--- src/rtl/seq_shift_add_mul_if.sv ---
// ============================================================================
// Module      : seq_shift_add_mul_if
// Description : Start/done handshake and external-adder bus of the sequential
//               shift-and-add multiplier. SEQ_MUL_MAC_EN adds acc_clr/acc_ovf.
// Revision    : 1.0 - initial release
// ============================================================================
`default_nettype none

interface seq_shift_add_mul_if #(
  parameter int W = 4
);
  logic           start;
  logic [W-1:0]   a;
  logic [W-1:0]   b;
  logic [W-1:0]   add_a;
  logic [W-1:0]   add_b;
  logic [W:0]     add_sum;
  logic           busy;
  logic           done;
  logic [2*W-1:0] product;
`ifdef SEQ_MUL_MAC_EN
  logic           acc_clr;
  logic           acc_ovf;

  modport master (
    output start, a, b, add_sum, acc_clr,
    input  add_a, add_b, busy, done, product, acc_ovf
  );
  modport slave (
    input  start, a, b, add_sum, acc_clr,
    output add_a, add_b, busy, done, product, acc_ovf
  );
`else
  modport master (
    output start, a, b, add_sum,
    input  add_a, add_b, busy, done, product
  );
  modport slave (
    input  start, a, b, add_sum,
    output add_a, add_b, busy, done, product
  );
`endif
endinterface

`default_nettype wire

--- src/rtl/seq_shift_add_mul.sv ---
// ============================================================================
// Module      : seq_shift_add_mul
// Description : Unsigned W x W sequential shift-and-add multiplier driving an
//               external W-bit adder. Optional macro SEQ_MUL_MAC_EN turns the
//               product register into a wrapping accumulator.
// Revision    : 1.0 - initial release
// ============================================================================
`default_nettype none

module seq_shift_add_mul #(
  parameter int W = 4
) (
  input  wire logic         clk,
  input  wire logic         rst,
  seq_shift_add_mul_if.slave bus
);

  localparam int CNT_W = (W > 1) ? $clog2(W) : 1;
  localparam logic [CNT_W-1:0] C_LAST_STEP = CNT_W'(W - 1);

  typedef enum logic [1:0] {
    S_IDLE = 2'd0,
    S_RUN  = 2'd1,
    S_DONE = 2'd2
  } state_t;

  state_t           r_state;
  logic [W-1:0]     r_m;
  logic [W-1:0]     r_hi;
  logic [W-1:0]     r_q;
  logic [CNT_W-1:0] r_cnt;
  logic [2*W-1:0]   r_product;
  logic             r_busy;
  logic             r_done;

  // {HI,Q} after this cycle's add-and-shift; at the last step this is the product.
  logic [2*W-1:0]   w_step;
  assign w_step = {bus.add_sum, r_q[W-1:1]};

`ifdef SEQ_MUL_MAC_EN
  logic             r_acc_clr;
  logic             r_acc_ovf;
  logic [2*W-1:0]   w_base;
  logic [2*W:0]     w_acc;
  assign w_base      = r_acc_clr ? '0 : r_product;
  assign w_acc       = {1'b0, w_base} + {1'b0, w_step};
  assign bus.acc_ovf = r_acc_ovf;
`endif

  assign bus.add_a   = (r_state == S_RUN) ? r_hi : '0;
  assign bus.add_b   = (r_state == S_RUN && r_q[0]) ? r_m : '0;
  assign bus.busy    = r_busy;
  assign bus.done    = r_done;
  assign bus.product = r_product;

  always_ff @(posedge clk or posedge rst) begin
    if (rst) begin
      r_state   <= S_IDLE;
      r_m       <= '0;
      r_hi      <= '0;
      r_q       <= '0;
      r_cnt     <= '0;
      r_product <= '0;
      r_busy    <= 1'b0;
      r_done    <= 1'b0;
`ifdef SEQ_MUL_MAC_EN
      r_acc_clr <= 1'b0;
      r_acc_ovf <= 1'b0;
`endif
    end else begin
      case (r_state)
        S_IDLE: begin
          if (bus.start) begin
            r_m     <= bus.a;
            r_q     <= bus.b;
            r_hi    <= '0;
            r_cnt   <= '0;
            r_busy  <= 1'b1;
            r_state <= S_RUN;
`ifdef SEQ_MUL_MAC_EN
            r_acc_clr <= bus.acc_clr;
            if (bus.acc_clr) begin
              r_acc_ovf <= 1'b0;
            end
`endif
          end
        end
        S_RUN: begin
          r_hi  <= w_step[2*W-1:W];
          r_q   <= w_step[W-1:0];
          r_cnt <= r_cnt + 1'b1;
          if (r_cnt == C_LAST_STEP) begin
`ifdef SEQ_MUL_MAC_EN
            r_product <= w_acc[2*W-1:0];
            r_acc_ovf <= r_acc_ovf | w_acc[2*W];
`else
            r_product <= w_step;
`endif
            r_done  <= 1'b1;
            r_state <= S_DONE;
          end
        end
        S_DONE: begin
          r_done  <= 1'b0;
          r_busy  <= 1'b0;
          r_state <= S_IDLE;
        end
        default: begin
          r_done  <= 1'b0;
          r_busy  <= 1'b0;
          r_state <= S_IDLE;
        end
      endcase
    end
  end

endmodule

`default_nettype wire

--- src/flat_wrapper.sv ---
// flat-port wrapper written by rule: the top's interface ports become plain ports
module seq_shift_add_mul_flat 
#(
  parameter int W = 4
)
  (clk, rst, bus_start, bus_a, bus_b, bus_add_sum, bus_add_a, bus_add_b, bus_busy, bus_done, bus_product);
  seq_shift_add_mul_if #(.W(W)) bus_i ();
  input  wire logic clk;
  input  wire logic rst;
  input wire logic [$bits(bus_i.start)-1:0] bus_start;
  input wire logic [$bits(bus_i.a)-1:0] bus_a;
  input wire logic [$bits(bus_i.b)-1:0] bus_b;
  input wire logic [$bits(bus_i.add_sum)-1:0] bus_add_sum;
  output wire logic [$bits(bus_i.add_a)-1:0] bus_add_a;
  output wire logic [$bits(bus_i.add_b)-1:0] bus_add_b;
  output wire logic [$bits(bus_i.busy)-1:0] bus_busy;
  output wire logic [$bits(bus_i.done)-1:0] bus_done;
  output wire logic [$bits(bus_i.product)-1:0] bus_product;
  assign bus_i.start = bus_start;
  assign bus_i.a = bus_a;
  assign bus_i.b = bus_b;
  assign bus_i.add_sum = bus_add_sum;
  assign bus_add_a = bus_i.add_a;
  assign bus_add_b = bus_i.add_b;
  assign bus_busy = bus_i.busy;
  assign bus_done = bus_i.done;
  assign bus_product = bus_i.product;
  seq_shift_add_mul #(.W(W)) u_core (.clk(clk), .rst(rst), .bus(bus_i));
endmodule
--- config.mk ---
export PLATFORM = sky130hd
export DESIGN_NAME = seq_shift_add_mul_flat
export DESIGN_NICKNAME = d
export VERILOG_FILES = /design/src/rtl/seq_shift_add_mul_if.sv /design/src/rtl/seq_shift_add_mul.sv /design/src/flat_wrapper.sv
export SDC_FILE = /design/constraint.sdc
export NUM_CORES = 1
export LEC_CHECK = 0
export CORE_MARGIN = 2
export CORE_UTILIZATION = 32
export CTS_CLUSTER_DIAMETER = 50
export CTS_CLUSTER_SIZE = 30
export DETAILED_ROUTE_END_ITERATION = 16
export MAX_ROUTING_LAYER = met4
export PLACE_DENSITY = 0.58
export SLEW_MARGIN = 10
export SYNTH_ARGS = -nofsm -noshare
export SYNTH_HDL_FRONTEND = slang
export SYNTH_SLANG_ARGS = --single-unit
--- constraint.sdc ---
create_clock -name clk -period 2 [get_ports clk]
set_input_delay 0.4 -clock clk [delete_from_list [all_inputs] [get_ports clk]]
set_output_delay 0.4 -clock clk [all_outputs]
set_load 0.01 [all_outputs]
# --- Word-level counts from Yosys, hierarchy flattened ---
# Cells that the tools add are included.
totals:
  ff_bits: 26
  inputBits: 16
  out_inout_bits: 18
  elab_cells: 39
classes:
  add_sub_neg: 1
  n_eq_ne: 4
  mux: 15
  bitwise_logic: 2
  n_reduce_logical: 9
op_table:
  columns: ["cell", "count"]
  rows:
  - ["4-bit 2-to-1 mux", 4]
  - ["4-bit case mux with 2 select lines", 2]
  - ["2-bit AND reduction", 6]
  - ["2-bit case mux with 2 select lines", 2]
  - ["2-bit 2-to-1 mux", 3]
  - ["2-bit inequality test, second input constant", 2]
  - ["1-bit case mux with 2 select lines", 2]
  - ["2-bit by 1-bit adder with 2-bit output, second input constant", 1]
  - ["2-bit by 1-bit == test with 1-bit output, second input constant", 1]
  - ["2-bit == test, second input constant", 1]
  - ["2-bit zero test", 1]
  - ["1-bit 2-to-1 mux", 2]
  - ["1-bit NOT", 2]
  - ["2-bit nonzero test", 1]
  - ["1-bit logical AND", 1]

# --- Longest topological paths before layout ---
depth:
  depth_word: 3
  mapped_depth: 5
  ltp_nobuf: 3

# --- Worst setup path before layout ---
# No wires, ideal clock.
synth_timing:
  path_type: "register to output"
  startpoint: "register u_core.r_state[1]"
  endpoint: "output bus_add_b[0]"
  arrival_ns: 1.034
  t_required_ns: 1.600
  path_slack_ns: 0.566
  path_stages_with_launch: 5
  path_buffers: 2
  cell_sequence: "dfrtp_1 > nor2b_1 > buf_4 > buf_2 > and3_1"
synth_between:
  elab_chain_len: 3
synth_lines:
  columns: ["item", "line", "rtl"]
  rows:
  - ["start: declaration", "seq_shift_add_mul.sv:27", "state_t r_state;"]
  - ["start signal: assignment", "seq_shift_add_mul.sv:58", "r_state <= S_IDLE;"]
  - ["start signal: assignment", "seq_shift_add_mul.sv:79", "r_state <= S_RUN;"]
  - ["start signal: assignment", "seq_shift_add_mul.sv:100", "r_state <= S_DONE;"]
  - ["2-bit by 1-bit == test with 1-bit output", "seq_shift_add_mul.sv:51", "assign bus.add_b = (r_state == S_RUN && r_q[0]) ? r_m : '0;"]
  - ["1-bit logical AND", "seq_shift_add_mul.sv:51", null]
  - ["4-bit 2-to-1 mux", "seq_shift_add_mul.sv:51", null]
  - ["end: declaration", "flat_wrapper.sv:15", "output wire logic [$bits(bus_i.add_b)-1:0] bus_add_b;"]
# No other way between the ends.

# --- Worst setup path after layout ---
layout_timing:
  startpoint: "register u_core.r_state[0]"
  endpoint: "output bus_add_a[2]"
layout_between:
  elab_chain_len: 2
layout_lines:
  columns: ["item", "line", "rtl"]
  rows:
  - ["2-bit by 1-bit == test with 1-bit output", "seq_shift_add_mul.sv:50", "assign bus.add_a = (r_state == S_RUN) ? r_hi : '0;"]
  - ["4-bit 2-to-1 mux", "seq_shift_add_mul.sv:50", null]
  - ["end: declaration", "flat_wrapper.sv:14", "output wire logic [$bits(bus_i.add_a)-1:0] bus_add_a;"]
# No other way between the ends.

==> flow_summary.toml <==
[outcome]
outcome = "finished clean"

[timing]
clock.fmax_mhz = 524
fin_crit_ps = 1910
rsz0062_at_grt = "false"
final_hold_viol_count = 0
finalSetupTns_ps = 0
drv_slew = 0
finalCritPeriodShare_pct = 95.5
finClkSkew_ps = 4.00
tightest_slew_ps = 418
relSlewSlack_pct = 72.1
setup_viol = 0

[power_and_ir_drop]
switching_share_pct = 31.1
power.share.clock_pct = 16.3
power_switching_mw = 0.827
intPower_mw = 1.83
power_mw = 2.66
ir_drop_uv = 455
leakagePower_nw = 0.800
power.density_mw_per_mm2 = 1590
power_frac_comb_pct = 48.3
pwr-share-seq_pct = 35.5

[layout]
area_growth_pct = 41.0
nNetsFinal = 147
diodes = 0
drive_above_1_share_pct = 27.9

[synth]
synthSimpleGateAreaFrac_pct = 15.2
synth_warnings = 0
synth.yosys.seq_area_share_pct = 55.0
ys.flop_type = "dfrtp_1"
synth_common_cells = "dfrtp_1 (26), mux2_4 (9), a21oi_1 (6)"
ys_top_cells_by_area = "dfrtp_1 (55%), mux2_4 (11%), a22o_2 (4.2%)"
synth_top_cell_area_share_pct = 55.0
synth_top_area_cell = "dfrtp_1"
synth_area_mm2 = 0.00118
synth_cell_types = 28
syn_area_per_cell_um2 = 13.5
synthMuxAreaShare_pct = 15.2
synth_edf_count = 0
synth_fa_ha_area_share_pct = 1.06
async_flop_share_pct = 100
postSynthCellCount = 88
synth_xor_area_share_pct = 0
syn_nets = 105
synth_compound_area_share_pct = 9.41
yosysMostFrequentCell = "dfrtp_1"
ys_ff_latch = 26
synth_top_family_by_area = "simple AND/OR/NAND/NOR gates"

[grt]
grt_use_total_pct = 13.1
antenna_found_initial = 0
grt_pass1_wl_um = 4170
grt_max_degree = 27
grt_overflow = 0
grt_pass1_vias = 850

[worst_setup_path]
crit_type = "reg2out"
cp_max_fo = 5
cp-end-kind = "output pin"
cp.arrival_ps = 1510
startpoint_type = "register"
cp.required_ps = 1600

[cts]
cts_hold_buf = 0
cts-htree-levels = 1
cts.sinks = 26
cts_tree = "built"
clk_path_buf_depth = 2
clk_pin_slew_ps = 90
clk_latency_ps = 270
cts-buffers-inserted = 3
cts_root_buffer = "clkbuf_8"

[routing]
num_vias = 808
drt-total-wl_um = 2330
drc = 0
drtIter0Drc = 34
ant_nets = 0
dr.pass1.iters = 4
via_per_inst = 4.56
wl_per_cell_um = 13.1

[floorplanning]
core_region_area_mm2 = 0.00361
die_h_um = 64.8
io_pins = 34
die_w_um = 64.8
start_util_pct = 32.8
rows = 22
die_area_mm2 = 0.00420

[flow_run]
maxCapViolCount = 0

[place]
numPortBuffers = 33
dp_hpwl_um = 1640
gp_congestion = 0.727

[worst_hold_path]
hp-class = "in2async"
==> routing by layer <==
layer | track usage (%) | wire length [um] | vias up
li1 | - | - | 392
met1 | 18.5 | 1120 | 389
met2 | 18.9 | 1060 | 23
met3 | 2.26 | 111 | 4
met4 | 4.79 | 29 | 0
met5 | - | 0 | -
==> cell usage in the layout, fill, tap and decap left out <==
| cell | n |
|---|---|
| buf_4 | 9 |
| nor2b_1 | 1 |
| mux2_2 | 4 |
| ha_1 | 1 |
| mux2_4 | 9 |
| nand2_1 | 2 |
| o22a_1 | 1 |
| and2_1 | 4 |
| clkbuf_8 | 3 |
| a211oi_1 | 1 |
| inv_1 | 4 |
| or2_0 | 1 |
| bufinv_16 | 1 |
| and3_1 | 4 |
| nand2b_1 | 1 |
| or2b_1 | 1 |
| nor4bb_2 | 1 |
| nor3b_1 | 2 |
| clkdlybuf4s50_1 | 25 |
| a22o_2 | 5 |
| a21oi_1 | 6 |
| nor2_2 | 1 |
| nor3b_4 | 1 |
| nor2_1 | 2 |
| dlygate4sd2_1 | 8 |
| and4bb_2 | 1 |
| nor4b_1 | 1 |
| dfrtp_1 | 26 |
| nand2_4 | 1 |
| a22oi_1 | 2 |
==> what timing repair did <==
action                     4_1_cts  5_1_grt
setup endpoints to repair        8        0
hold endpoints to repair         0        0
gates resized for setup          8        0
buffers inserted                 4        0
==> state kept, by name, summed over array words and instances (netlist names) <==
signal / flops
u_core.r_q: 4
u_core.bus.product: 8
u_core.bus.done: 1
u_core.r_hi: 4
u_core.bus.busy: 1
u_core.r_cnt: 2
u_core.r_m: 4
u_core.r_state: 2
==> cell families after synthesis <==
| logic type | after synthesis |
|---|---|
| buffers and inverters | 9 |
| muxes | 13 |
| adders and majority gates | 1 |
| AOI/OAI and AO/OA | 15 |
| DFF | 26 |
| and+or+nand+nor | 24 |
==> path summary, 6_finish.rpt <==
kind | from | end | depth (start not counted) | slack [ps]
hold / removal | rst | u_core.bus.product[1] | 3 | 480
setup reg to reg | u_core.r_state[0] | u_core.bus.product[4] | 7 | 300
min in group clk | u_core.r_hi[2] | u_core.r_hi[2] | 1 | 500
hold reg to reg | u_core.r_hi[2] | u_core.r_hi[2] | 1 | 500
max in group asynchronous | rst | u_core.r_m[0] | 3 | 1270
setup / recovery | u_core.r_state[0] | bus_add_a[2] | 5 | 90
==> power by group through the flow <==
stage | Combinational [mW] | Clock [mW] | Sequential, mW
2_1_floorplan | 0.734 | 0 | 0.974
3_3_place_gp | 1.24 | 0 | 0.947
3_5_place_dp | 1.26 | 0 | 0.955
4_1_cts | 1.30 | 0.444 | 0.946
5_1_grt | 1.40 | 0.470 | 0.981
6_report | 1.28 | 0.432 | 0.944
==> layout make-up <==
| class | instances | area (um^2) |
|---|---|---|
| Sequential cell | 26 | 651 |
| Inverter | 4 | 15.0 |
| Clock buffer | 3 | 41.3 |
| Fill cell | 340 | 1940 |
| Timing Repair Buffer | 42 | 388 |
| Tap cell | 48 | 60.1 |
| Multi-Input combinational cell | 53 | 484 |
| Clock inverter | 1 | 30.0 |
==> critical path, cell delays in order (launching register included) <==
cell and delay, ps:
dfrtp_1 390, nor2b_1 140, buf_4 140, buf_4 150, and2_1 140, dlygate4sd2_1 280
==> stage by stage <==
stage	cells	worst slack (ps)	util [%]	cell area, um^2	hold slack (ps)
6_report	177	89.9	46.3	1670	483
5_1_grt	177	36.1	46.3	1670	522
4_1_cts	177	89.1	46.3	1670	497
3_5_place_dp	169	138	43.8	1580	481
3_3_place_gp	169	180	43.8	1580	478
2_1_floorplan	88	566	-	1180	440
Power figures use the tool's default switching activity.
